File: src/rtl/cbuf_rd_sequencer.sv
// Circular-buffer readout sequencer: pops a trigger address, waits for the waveform
// to be fully written, then streams it out with an RD_LATENCY-deep qualify pipeline.
module cbuf_rd_sequencer #(
    parameter int unsigned RD_LATENCY = 3,
    parameter int unsigned GUARD      = 16
) (
    input  logic        adc_clk,
    input  logic        reset_clk_adc_n,
    input  logic        cbuf_rd_en,
    input  logic [13:0] async_num_bursts,
    input  logic [15:0] async_pre_trig,
    input  logic [15:0] circ_buf_wr_addr,
    input  logic        trig_fifo_empty,
    input  logic [15:0] circ_buf_trig_addr,
    input  logic        out_almost_full,
    output logic        trig_addr_rd_en,
    output logic [15:0] circ_buf_rd_addr,
    output logic        rd_dat_valid,
    output logic        rd_first,
    output logic        rd_last,
    output logic        wfm_done,
    output logic        cbuf_rd_trig_wait,
    output logic        overrun_err
);

    typedef enum logic [2:0] {
        IDLE,
        POP,
        LOAD,
        WAIT_DATA,
        STREAM,
        DRAIN
    } state_t;

    state_t state, state_nxt;

    logic [15:0] rd_ptr;
    logic [15:0] n_words;
    logic [15:0] remaining;
    logic [RD_LATENCY-1:0] pipe_v, pipe_f, pipe_l;
    logic armed;
    logic done_r;
    logic overrun_r;

    logic [15:0] load_start;
    logic [15:0] load_n;
    logic [15:0] ahead;
    logic issue, issue_first, issue_last;
    logic drain_done;
    logic lapped;

    always_comb begin
        load_start  = circ_buf_trig_addr - async_pre_trig;
        load_n      = {async_num_bursts, 2'b00};
        // rd_ptr still equals the waveform start while in WAIT_DATA, so one distance serves both checks
        ahead       = circ_buf_wr_addr - rd_ptr;
        issue       = (state == STREAM) && !out_almost_full;
        issue_first = issue && (remaining == n_words);
        issue_last  = issue && (remaining == 16'd1);
        drain_done  = ((pipe_v << 1) == '0);
        lapped      = ((state == WAIT_DATA) || (state == STREAM)) &&
                      (32'(ahead) > 32'(65536 - GUARD));
    end

    always_comb begin
        state_nxt = state;
        case (state)
            IDLE:      if (armed && cbuf_rd_en && !trig_fifo_empty) state_nxt = POP;
            POP:       state_nxt = LOAD;
            LOAD:      state_nxt = (load_n == '0) ? IDLE : WAIT_DATA;
            WAIT_DATA: if (ahead >= n_words) state_nxt = STREAM;
            STREAM:    if (issue_last) state_nxt = DRAIN;
            DRAIN:     if (drain_done) state_nxt = IDLE;
            default:   state_nxt = IDLE;
        endcase
    end

    always_ff @(posedge adc_clk) begin
        if (!reset_clk_adc_n) begin
            state     <= IDLE;
            rd_ptr    <= '0;
            n_words   <= '0;
            remaining <= '0;
            pipe_v    <= '0;
            pipe_f    <= '0;
            pipe_l    <= '0;
            armed     <= 1'b0;
            done_r    <= 1'b0;
            overrun_r <= 1'b0;
        end else begin
            state     <= state_nxt;
            armed     <= 1'b1;
            pipe_v    <= (pipe_v << 1) | RD_LATENCY'(issue);
            pipe_f    <= (pipe_f << 1) | RD_LATENCY'(issue_first);
            pipe_l    <= (pipe_l << 1) | RD_LATENCY'(issue_last);
            // registered so the pulse lands one cycle after the final valid word
            done_r    <= ((state == LOAD) && (load_n == '0)) ||
                         ((state == DRAIN) && drain_done);
            overrun_r <= overrun_r | lapped;
            if (state == LOAD) begin
                rd_ptr    <= load_start;
                n_words   <= load_n;
                remaining <= load_n;
            end else if (issue) begin
                rd_ptr    <= rd_ptr + 16'd1;
                remaining <= remaining - 16'd1;
            end
        end
    end

    always_comb begin
        trig_addr_rd_en   = (state == POP);
        circ_buf_rd_addr  = rd_ptr;
        rd_dat_valid      = pipe_v[RD_LATENCY-1];
        rd_first          = pipe_f[RD_LATENCY-1];
        rd_last           = pipe_l[RD_LATENCY-1];
        wfm_done          = done_r;
        cbuf_rd_trig_wait = (state == IDLE) && armed && cbuf_rd_en && trig_fifo_empty;
        overrun_err       = overrun_r;
    end

endmodule

File: config.mk
export PLATFORM = sky130hd
export DESIGN_NAME = cbuf_rd_sequencer
export DESIGN_NICKNAME = d
export VERILOG_FILES = /design/src/rtl/cbuf_rd_sequencer.sv
export SDC_FILE = /design/constraint.sdc
export NUM_CORES = 1
export LEC_CHECK = 0
export ABC_AREA = 1
export CAP_MARGIN = 20
export CELL_PAD_IN_SITES_DETAIL_PLACEMENT = 1
export CELL_PAD_IN_SITES_GLOBAL_PLACEMENT = 1
export CORE_ASPECT_RATIO = 0.6
export CORE_MARGIN = 1
export CORE_UTILIZATION = 41
export DETAILED_ROUTE_END_ITERATION = 10
export PLACE_DENSITY_LB_ADDON = 0.25
export SKIP_CTS_REPAIR_TIMING = 1
export SLEW_MARGIN = 20
export SYNTH_ARGS = -nofsm -noshare
export SYNTH_HDL_FRONTEND = slang
export SYNTH_SLANG_ARGS = --single-unit
export TNS_END_PERCENT = 50
File: constraint.sdc
create_clock -name adc_clk -period 4.8 [get_ports adc_clk]
set_input_delay 0.96 -clock adc_clk [delete_from_list [all_inputs] [get_ports adc_clk]]
set_output_delay 0.96 -clock adc_clk [all_outputs]
set_load 0.03 [all_outputs]
==> results.json <==
{
  "finalCritPeriodShare_pct": 79.2,
  "avgSynthCellArea_um2": 6.26,
  "cp-end-kind": "register",
  "grt_pass1_wl_um": 33300,
  "cts_max_level": 3,
  "numPortBuffers": 89,
  "root_buffer": "clkbuf_16",
  "cp_cell_sequence": "clkdlybuf4s50_1 > ha_1 > nand2_1 > inv_1 > a21oi_1 > nor2_1 > nor2_1 > nand3b_1 > nand2_1 > inv_1 > ha_1 > nand2_1 > nor4_1 > nand2_1 > nand4_1 > nand3_1 > nand2_1 > nor2_1",
  "num_rows": 31,
  "slowest_delay_ps": 430,
  "ys_seq_area_share_pct": 22.7,
  "syn_inst": 858,
  "crit_arrival_ps": 4020,
  "io_pins": 90,
  "period_minus_slack_ps": 3800,
  "drt_iter0_drc": 428,
  "worstHoldStart": "pipe_l[1]",
  "critPathLaunchType": "primary input",
  "drc": 0,
  "power.total_mw": 3.77,
  "max_freq_mhz": 263,
  "dieArea_um2": 13600,
  "synth_area_um2": 5370,
  "swShare_pct": 51.9,
  "routed_via_density": 5.63,
  "numCtsBuffers": 9,
  "max_slew_margin_pct": 32.9,
  "comb_power_share_pct": 61.0,
  "skew_ps": 11.9,
  "clk_pin_slew_worst_paths_ps": 60,
  "synth_top_area_cell": "dfxtp_1",
  "finalSetupViolations": 0,
  "r2r_end": "state[0]",
  "min_path_type": "register to register",
  "drive_gt1_share_pct": 4.96,
  "ys_ff_latch": 61,
  "cp_common_cell": "nand2_1",
  "ff2ff_path_depth": 18,
  "cp-startpoint": "circ_buf_wr_addr[8]",
  "globalplace.congestion": 0.930,
  "grt_max_degree": 31,
  "die_y_um": 90.7,
  "dp_cells": 1098,
  "synth_warnings": 0,
  "slew_viol_final": 0,
  "vdd.ir_drop.worst_mv": 0.248,
  "worst_pin_slew_ps": 1010,
  "timing.critical_path.fanout_max": 5,
  "antenna_found_initial": 0,
  "slowest_stage": "clkdlybuf4s50_1",
  "route.antenna.remaining_nets": 0,
  "grt_overflow": 0,
  "clk_latency_ps": 330,
  "async_reset_ff_share_pct": 0,
  "hold-path-endpoint": "pipe_l[2]",
  "syn2layout_area_growth_pct": 24.7,
  "fin_tns_setup_ps": 0,
  "worst_slack_ps": 999,
  "r2r-start": "circ_buf_rd_addr[7]",
  "critPathKind": "primary input to register",
  "path_delay_family": "simple AND/OR/NAND/NOR gates",
  "dpl.hpwl_um": 16500,
  "first_pass_iters": 5,
  "track_usage_pct": 31.6,
  "synth_flop_cell": "dfxtp_1",
  "synth_area_leaders": "dfxtp_1, nand2_1, ha_1",
  "cts_tree": "built",
  "leakage_nw": 3.14,
  "diodes": 0,
  "p_int_mw": 1.81,
  "synth-edff-count": 0,
  "crit_buf_inv": 3,
  "num_vias": 6263,
  "outcome": "finished, final reports clean",
  "grt_pass1_vias": 6250,
  "drt-total-wl_um": 20800,
  "ys_types": 46,
  "yosysMostFrequentCell": "nand2_1",
  "p_sw_mw": 1.96,
  "pre_cts_ws_ps": 749,
  "postPlaceCellArea_um2": 6410,
  "crit_required_ps": 5020,
  "p_clk_share_pct": 17.0,
  "drt-wirelength-per-cell_um": 18.7,
  "cts_sinks": 61,
  "finalHoldViolCount": 0,
  "netlist_top_cells_count": "nand2_1, inv_1, nand3_1",
  "final_cell_area_um2": 6700,
  "design.core.area_um2": 12400,
  "syn_nets": 975,
  "synth_top_area_share_pct": 22.7,
  "rsz0062_at_grt": "no",
  "r2r_slack_ps": 1410,
  "fp.dieW_um": 150,
  "final_cells": 1113,
  "fin_nets": 1061,
  "start_util_pct": 43.3,
  "clock_path_buffers": 2,
  "hold_depth": 2,
  "cap_violations": 0,
  "p_per_area_nw_per_um2": 563,
  "pwr-share-seq_pct": 22.0
}
## layout by cell type, fill, tap and decap left out, types with 2 or more instances in the layout
cell and count:
nand2_1 227, inv_1 146, clkdlybuf4s50_1 89, nand3_1 65, dfxtp_1 61, a21oi_1 56
nor2_1 55, ha_1 48, o21ai_0 26, a31oi_1 22, o22ai_1 20, nand4_1 18
nor3_1 14, xor2_1 9, clkbuf_16 9, nand2_2 8, o21bai_1 7, nand3b_1 6
nor4_1 4, o21ai_1 4, xnor2_1 4, inv_2 3, nor2_4 3, nor3_4 3
or2_2 3, nor2_2 3, a211oi_1 3, clkbuf_8 3, buf_4 3, a21o_1 2
or2_1 2, o211ai_1 2, a221oi_1 2, fa_1 2, clkinvlp_4 2
## kinds of logic after synthesis
logic type | synth area share, %
buf+inv | 12.0
simple gates | 34.8
compound gates | 16.4
fa+ha+maj | 11.9
xor+xnor | 2.12
flops | 22.7
## through the flow
| stage | utilization (%) | hold WS, ps |
|---|---|---|
| 2_1_floorplan | - | 390 |
| 3_3_place_gp | 51.7 | 394 |
| 3_5_place_dp | 51.7 | 401 |
| 4_1_cts | 54.0 | 414 |
| 5_1_grt | 54.0 | 425 |
| 6_report | 54.0 | 409 |
## layer usage
layer	GRT usage [%]	share of wire [%]	vias up
met3	5.10	7.4	19
met5	0	0	-
li1	-	-	3007
met1	46.2	49	3013
met2	48.2	42	224
met4	6.57	1.0	0
## power groups by stage
stage          clock network, mW  registers [mW]  logic [mW]
4_1_cts                    0.639           0.821        2.27
5_1_grt                    0.664           0.845        2.54
3_3_place_gp                   0           0.814        2.12
2_1_floorplan                  0           0.860        1.46
6_report                   0.640           0.830        2.30
3_5_place_dp                   0           0.827        2.23
## flip-flops by register name (all words and copies together) (netlist names)
name and cells:
circ_buf_rd_addr 16, remaining 16, n_words 14, pipe_f 3, pipe_l 3, pipe_v 3
state 3, armed 1, overrun_err 1, wfm_done 1
## final cells by class
type	count	area [um2]
clock buffers	12	267
clock inverters	3	20.0
fillers	1691	5710
inverters	150	566
multi-input cells	630	3510
flip-flops and latches	61	1220
well taps	165	206
repair buffers	92	913
## worst register-to-register path, stage by stage, from the launching register on
cell and delay, ps:
dfxtp_1 490, inv_1 170, ha_1 370, nand2_1 110, inv_1 60, a21oi_1 300
nor2_1 70, nor2_1 150, nand3b_1 130, nand2_1 80, inv_1 40, ha_1 300
nand2_1 80, nor4_1 340, nand2_1 90, nand4_1 230, nand3_1 120, nand2_1 90
nor2_1 50
## worst max path at each step
stage / cells past startpoint / endpoint
4_1_cts: 18 / state[0]
3_3_place_gp: 16 / state[0]
3_5_place_dp: 19 / state[0]
6_report: 18 / state[0]
5_1_grt: 18 / state[0]
2_1_floorplan: 18 / state[0]
(Power assumes the default switching activity.)
==> patch (config.mk and constraints unchanged) <==
Set the parameter `RD_LATENCY` to 6 (it was 3).
--- a/src/rtl/cbuf_rd_sequencer.sv
+++ b/src/rtl/cbuf_rd_sequencer.sv
@@ -1,7 +1,7 @@
 // Circular-buffer readout sequencer: pops a trigger address, waits for the waveform
 // to be fully written, then streams it out with an RD_LATENCY-deep qualify pipeline.
 module cbuf_rd_sequencer #(
-    parameter int unsigned RD_LATENCY = 3,
+    parameter int unsigned RD_LATENCY = 6,
     parameter int unsigned GUARD      = 16
 ) (
     input  logic        adc_clk,
Function: changed (a bounded check fails within 10 cycles, from zero or initial values and one cycle with reset_clk_adc_n low).
==> patch against the original RTL <==
Synthesized cell count up 4.1%; sequential cell count rose by 9; cell area up 4.3%; wire length fell by 7.1%; total power is 7.7% higher; register-to-register slack better by 0.09 ns; combinational power is 7% higher; worst hold slack improved by 0.0060 ns; non-clock buffer count decreased by 1; fmax increased by 0.98%; worst setup slack improved by 0.037 ns; area after synthesis rose by 5.5%; clock skew fell by 0.0070 ns.
==> patch: results <==
[sta]
worst_pin_slew_ns = 1.07
finalCritPeriodShare_pct = 78.4
clock_skew_ns = 0.00495

[routing]
firstDrtPassIters = 4
routed.top_layer = "met4"
drt_iter0_drc = 422
vias = 6195
met3_length_mm = 1.56
route.met2.wl_mm = 7.41
met1_length_mm = 10.2
post_drt_wl_per_cell_um = 16.8

[min_path]
min_path_type = "register to register"
min_path_cells = 2

[synth]
synthesis.nets = 1010
synthArstFlopShare_pct = 0
synth.top_cells.by_count = "225 x nand2_1, 168 x inv_1, 70 x dfxtp_1"
yosysUniqueCellTypes = 51
synth_sequential_area_ratio_pct = 24.7
synth_cells = 893
synthTopCellsByArea = "dfxtp_1 25%, nand2_1 15%, inv_1 11%"
yosysWarnings = 0

[cts]
numCtsBuffers = 9
htreeDepth = 3
path_clk_slew_ns = 0.07
cts-root-buf = "clkbuf_16"
clock_latency_ns = 0.35
clockBufferDepth = 2

[power_and_ir_drop]
leakage_nw = 3.33
ir_worst_vdd_mv = 0.213

[worst_setup_path]
slowest_delay_ns = 0.44
slowest_stage = "fa_1"
r2r_cells = 18
ff2ff_setup_slack_ns = 1.50
cp_top_family = "simple AND/OR/NAND/NOR gates"
worstPathMaxFanout = 5
crit_arrival_ns = 4.04

[global_routing]
grt_first_pass_wirelength_mm = 31.1
antenna_found_initial = 0
grt_max_degree = 34
grt_usage_pct = 28.0
grt_pass1_vias = 5903

[placement]
place_congestion = 0.903
port_buffers = 89
dp_hpwl_mm = 15.4

[final_layout]
fill_cells = 1792
nNetsFinal = 1094
instances_no_fill = 1152
antenna_cells = 0
final_layout_size_suffix_gt1_share_pct = 5.91

[outcome]
outcome = "complete, no violations"
-- patch: worst paths after layout --
path,from,to
worst max-delay path,circ_buf_wr_addr[0],state[0]
worst min register to register,pipe_l[4],pipe_l[5]
worst min-delay path,pipe_l[4],pipe_l[5]
worst max register to register,circ_buf_rd_addr[8],state[0]
-- patch: metal layers --
layer / GRT usage [%] / vias to the layer above
met4: 5.42 / 0
li1: - / 3083
met3: 6.67 / 18
met5: 0 / -
met2: 39.0 / 187
met1: 42.7 / 2907
-- patch: final cells by class --
| type | instances | area, um^2 | area share (%) |
|---|---|---|---|
| Clock buffer | 9 | 225 | 3.22 |
| Multi-Input combinational cell | 631 | 3510 | 50.2 |
| Tap cell | 170 | 213 | 3.04 |
| Sequential cell | 70 | 1400 | 20.1 |
| Timing Repair Buffer | 91 | 906 | 13.0 |
| Inverter | 174 | 656 | 9.38 |
| Clock inverter | 7 | 76.3 | 1.09 |
-- patch: cell families after synthesis --
| kind of cell | count (synthesis) | share of synthesized area [%] |
|---|---|---|
| flops | 70 | 24.7 |
| xor+xnor | 14 | 2.16 |
| buf+inv | 192 | 13.4 |
| fa+ha+maj | 50 | 11.3 |
| simple gates | 406 | 31.9 |
| compound gates | 161 | 16.5 |
-- patch: report_power, final --
group	internal (W)	leakage, nW	total [W]	switching, W
registers	0.000719	0.568	0.000900	0.000182
logic	0.000854	2.61	0.00247	0.00162
clock network	0.000370	0.149	0.000691	0.000320
total	0.00194	3.33	0.00406	0.00212
-- patch: worst min-delay path, cell delays in order, from the launching register on --
cell,delay [ns]
dfxtp_1,0.31
nand2_1,0.05
inv_1,0.04
-- patch: stage by stage --
step | setup slack (ns) | hold WS (ns) | instance area [um^2] | total power, W | utilization [%]
final | 1.04 | 0.415 | 6990 | 0.00406 | 53.0
after global routing | 0.719 | 0.441 | 6990 | 0.00440 | 53.0
after CTS | 1.06 | 0.419 | 6990 | 0.00403 | 53.0
after detailed placement | 0.763 | 0.403 | 6690 | 0.00332 | 50.8
after global placement | 0.817 | 0.394 | 6690 | 0.00324 | 50.8
after floorplan | 1.67 | 0.390 | 5670 | 0.00258 | -
